===== config.mk =====
export PLATFORM = sky130hd
export DESIGN_NAME = seq_divider
export DESIGN_NICKNAME = d
export VERILOG_FILES = /design/src/rtl/seq_divider.sv
export SDC_FILE = /design/constraint.sdc
export NUM_CORES = 1
export LEC_CHECK = 0
export BUFFER_PORTS_ARGS = -buffer_cell sky130_fd_sc_hd__buf_2
export CORE_UTILIZATION = 45
export CTS_BUF_LIST = sky130_fd_sc_hd__clkbuf_4 sky130_fd_sc_hd__clkbuf_8
export DETAILED_ROUTE_END_ITERATION = 16
export PLACE_DENSITY = 0.68
export SLEW_MARGIN = 20
export SYNTH_ARGS = -nofsm -noshare
export SYNTH_HDL_FRONTEND = slang
export SYNTH_SLANG_ARGS = --single-unit
export TNS_END_PERCENT = 1

===== constraint.sdc =====
create_clock -name clk -period 2 [get_ports clk]
set_clock_uncertainty 0.1 [all_clocks]
set_input_delay 0.3 -clock clk [delete_from_list [all_inputs] [get_ports clk]]
set_output_delay 0.3 -clock clk [all_outputs]
set_load 0.03 [all_outputs]

===== src/rtl/seq_divider.sv =====
// seq_divider: sequential unsigned restoring divider, one quotient bit per clock.
//   clk, rst_n   : rising-edge clock, asynchronous active-low reset
//   start        : request; accepted in IDLE or DONE, ignored while busy
//   dividend     : unsigned dividend, captured on accepted start
//   divisor      : unsigned divisor, captured on accepted start
//   busy         : high while the shift/subtract loop runs (WIDTH cycles)
//   done         : one-cycle pulse, results valid
//   quotient     : result quotient, held until the next operation completes
//   remainder    : result remainder, held likewise
//   div_by_zero  : set when the completed operation had divisor == 0
module seq_divider #(
  parameter int WIDTH = 8
) (
  input  logic             clk,
  input  logic             rst_n,
  input  logic             start,
  input  logic [WIDTH-1:0] dividend,
  input  logic [WIDTH-1:0] divisor,
  output logic             busy,
  output logic             done,
  output logic [WIDTH-1:0] quotient,
  output logic [WIDTH-1:0] remainder,
  output logic             div_by_zero
);

  localparam int CW = $clog2(WIDTH);

  typedef enum logic [1:0] {IDLE, RUN, DONE} state_t;

  state_t           state, state_nxt;
  logic [CW-1:0]    cnt;
  logic [WIDTH-1:0] q, d;
  logic [WIDTH:0]   r, r_sh, sub, r_nxt;
  logic [WIDTH-1:0] q_nxt;
  logic             borrow, accept, last;
  logic             unused_r_msb;

  assign accept = start && (state != RUN);
  assign last   = (state == RUN) && (cnt == CW'(WIDTH - 1));

  // Shift next dividend bit into the partial remainder, then trial-subtract.
  // The borrow out of the (WIDTH+1)-bit subtract is the compare R' < D.
  assign r_sh            = {r[WIDTH-1:0], q[WIDTH-1]};
  assign {borrow, sub}   = {1'b0, r_sh} - {2'b00, d};
  assign r_nxt           = borrow ? r_sh : sub;
  assign q_nxt           = {q[WIDTH-2:0], ~borrow};

  // A restored remainder is always below D, so its top bit never feeds the
  // next shift; it is kept only so R matches the subtractor width.
  assign unused_r_msb = r[WIDTH];

  assign busy = (state == RUN);
  assign done = (state == DONE);

  always_ff @(posedge clk or negedge rst_n) begin
    if (!rst_n) state <= IDLE;
    else        state <= state_nxt;
  end

  always_comb begin
    state_nxt = state;
    case (state)
      IDLE, DONE: begin
        if (start) state_nxt = (divisor == '0) ? DONE : RUN;
        else       state_nxt = IDLE;
      end
      RUN:     if (last) state_nxt = DONE;
      default: state_nxt = IDLE;
    endcase
  end

  always_ff @(posedge clk or negedge rst_n) begin
    if (!rst_n) begin
      cnt         <= '0;
      q           <= '0;
      d           <= '0;
      r           <= '0;
      quotient    <= '0;
      remainder   <= '0;
      div_by_zero <= 1'b0;
    end else if (accept && (divisor != '0)) begin
      q   <= dividend;
      d   <= divisor;
      r   <= '0;
      cnt <= '0;
    end else if (accept) begin
      // Zero divisor resolves immediately without running the loop.
      quotient    <= '1;
      remainder   <= dividend;
      div_by_zero <= 1'b1;
    end else if (state == RUN) begin
      q   <= q_nxt;
      r   <= r_nxt;
      cnt <= cnt + 1'b1;
      if (last) begin
        quotient    <= q_nxt;
        remainder   <= r_nxt[WIDTH-1:0];
        div_by_zero <= 1'b0;
      end
    end
  end

endmodule

==> reports/results.ini <==
[floorplanning]
initial_core_util_pct=47.8
die_y_um=76.6
dieArea_um2=5870
fp-row-count=26
io_pins=38
die_w_um=76.6
core_area_um2=5240

[power]
ir_drop_mv=0.873
total_power_mw=7.22
leakagePower_nw=1.55
p_per_area_nw_per_um2=2160

[place]
post-place-ws_ps=-196
dpl-instance-area_um2=3100
post-dp-hpwl_um=4930
place_congestion=0.879
dp.cells=403
port_buffers=37

[sta]
worst_slew_pin_slew_ps=542
finalCritPeriodShare_pct=109
slew_headroom_pct=63.8
finalCriticalPeriod_ps=2180
fmax_mhz=458
fin_tns_setup_ps=-1260
final_hold_viol_count=0
rsz0062_at_grt=yes
setup_violations=18
timing.final.ws_setup_ps=-182
slew_violations=0

[clock_tree]
cts_sinks=46
cts.htree.levels=2
post_cts_buffers=0
cts_inserted_buffers=5
path_clk_slew_ps=90
root_buffer=clkbuf_8
insertion_delay_ps=310
cts_tree=built
cts_buffer_depth=2

[global_routing]
grt_first_pass_wirelength_um=11700
grt_max_degree=27
grt_pass1_vias=2383
grt_overflow=0
antenna_found_initial=0
gr-usage-all-layers_pct=25.6

[yosys]
netlist_area_um2=2500
synth-async-reset-ratio_pct=100
yosysWarnings=0
synth-seq-cells=46
synth_edf_count=0
ys_seq_area_share_pct=46.0
syn_area_per_cell_um2=9.49
syn_inst=264
ys.flop_type=dfrtp_1
synth_nets=294
synth.distinct_cells=50

[routing]
wire_per_inst_um=17.0
via_per_inst=5.79
drc=0
final_antenna_net_count=0
dr.first_iter.drc_count=260
wl_um=7010
vias=2391
firstDrtPassIters=5

[layout]
layout_commonest_cell=dfrtp_1
mostFrequentLayoutCells=dfrtp_1 (46), buf_4 (42), buf_2 (37), nand2_1 (33), o21ai_0 (26)
final_net_count=372
antenna_cells=0
drive_above_1_share_pct=34.1
final_cell_area_um2=3330
area_delta_synth_final_pct=33.1
stdcell_count=413
num-fill-cells=431

[worst_setup_path]
critPathArrivalTime_ps=2290
cp-start-kind=flip-flop
crit_fanout=3
crit_required_ps=2110
crit_path_end_kind=flip-flop
worstSetupPathType=flip-flop to flip-flop

[flow_run]
cap_violations=0

[outcome]
status=finished with violations
violations=setup timing

[worst_hold_path]
worst_hold_path_type=input port to flip-flop

==> power by group <==
group | switching (mW) | total [mW] | internal (mW)
Combinational | 2.63 | 4.80 | 2.17
Sequential | 0.283 | 1.68 | 1.40
Clock | 0.350 | 0.738 | 0.387
Total | 3.26 | 7.22 | 3.96
==> logic make-up after synthesis <==
family                     share of synthesized area, %
and+or+nand+nor                                    17.8
DFF                                                46.0
AOI/OAI and AO/OA                                  23.0
adders and majority gates                          5.79
xor gates and xnor gates                           1.05
buffers and inverters                              6.44
==> per-layer routing <==
metal  global-route usage (%)  wire length, um
met2                     40.1             3240
met4                     10.2              155
met1                     35.9             3250
met5                        0                0
met3                     3.35              353
==> timing repair <==
| action | in CTS | in global routing |
|---|---|---|
| gates cloned | 1 | 0 |
| pin swaps | 7 | 11 |
| hold endpoints to repair | 20 | 0 |
| hold buffers | 1 | 0 |
| gates resized for setup | 10 | 12 |
| setup endpoints to repair | 18 | 18 |
==> path summary, 6_finish.rpt <==
path	from	end	slack (ps)	depth (start not counted)
worst max register to register	d[0]$_DFFE_PN0P_	remainder[6]$_DFFE_PN0P_	-180	8
max in group asynchronous	rst_n	quotient[3]$_DFFE_PN0P_	870	3
worst max-delay path	d[0]$_DFFE_PN0P_	remainder[6]$_DFFE_PN0P_	-180	8
worst min-delay path	divisor[2]	d[2]$_DFFE_PN0P_	120	3
worst min register to register	div_by_zero$_DFFE_PN0P_	div_by_zero$_DFFE_PN0P_	380	2
min in group asynchronous	rst_n	d[6]$_DFFE_PN0P_	400	2
==> cell type report <==
| class | count | area (um2) | share of cell area [%] |
|---|---|---|---|
| timing repair buffer | 85 | 593 | 17.8 |
| sequential | 46 | 1150 | 34.5 |
| clock inverter | 2 | 37.5 | 1.13 |
| inverter | 22 | 82.6 | 2.48 |
| tap | 70 | 87.6 | 2.63 |
| multi-input combinational | 182 | 1310 | 39.2 |
| clock buffer | 6 | 76.3 | 2.29 |
==> worst max-delay path, stage by stage (launching register included) <==
cell,delay (ps)
dfrtp_1,400
ha_1,200
inv_1,70
fa_2,230
a211oi_4,80
or4b_1,510
o2111ai_1,100
o21ai_1,140
o211ai_1,260
==> stage by stage <==
step / utilization (%) / hold WS [ps]
2_1_floorplan: - / -95.6
3_3_place_gp: 59.2 / 209
3_5_place_dp: 59.2 / 206
4_1_cts: 62.4 / 122
5_1_grt: 63.6 / 134
6_report: 63.6 / 117
==> state kept, by name, summed over array words and instances, names as in the netlist <==
signal,cells
cnt,3
d,8
div_by_zero,1
q,8
quotient,8
r,8
remainder,8
state,2
==> cell usage after synthesis (2+ instances only) <==
master / instances / area share, %
nor2_1: 8 / 1.2
o21ai_0: 32 / 6.4
buf_6: 2 / 0.90
or3_1: 5 / 1.2
nor4_2: 2 / 1.0
inv_1: 21 / 3.1
nor3_1: 3 / 0.60
o31ai_1: 4 / 1.2
nor3b_1: 2 / 0.60
o211ai_1: 5 / 1.5
xor2_1: 3 / 1.0
buf_2: 6 / 1.2
and3_1: 4 / 1.0
nand4_1: 7 / 1.7
nand3_1: 7 / 1.4
a31oi_1: 5 / 1.2
a222oi_1: 7 / 2.8
ha_1: 10 / 5.0
a21oi_2: 2 / 0.70
clkbuf_1: 7 / 1.0
nand2_1: 33 / 4.9
a22o_1: 3 / 1.0
nand2b_1: 5 / 1.2
dfrtp_1: 46 / 46
a21oi_1: 10 / 2.0
(Power assumes the default switching activity.)
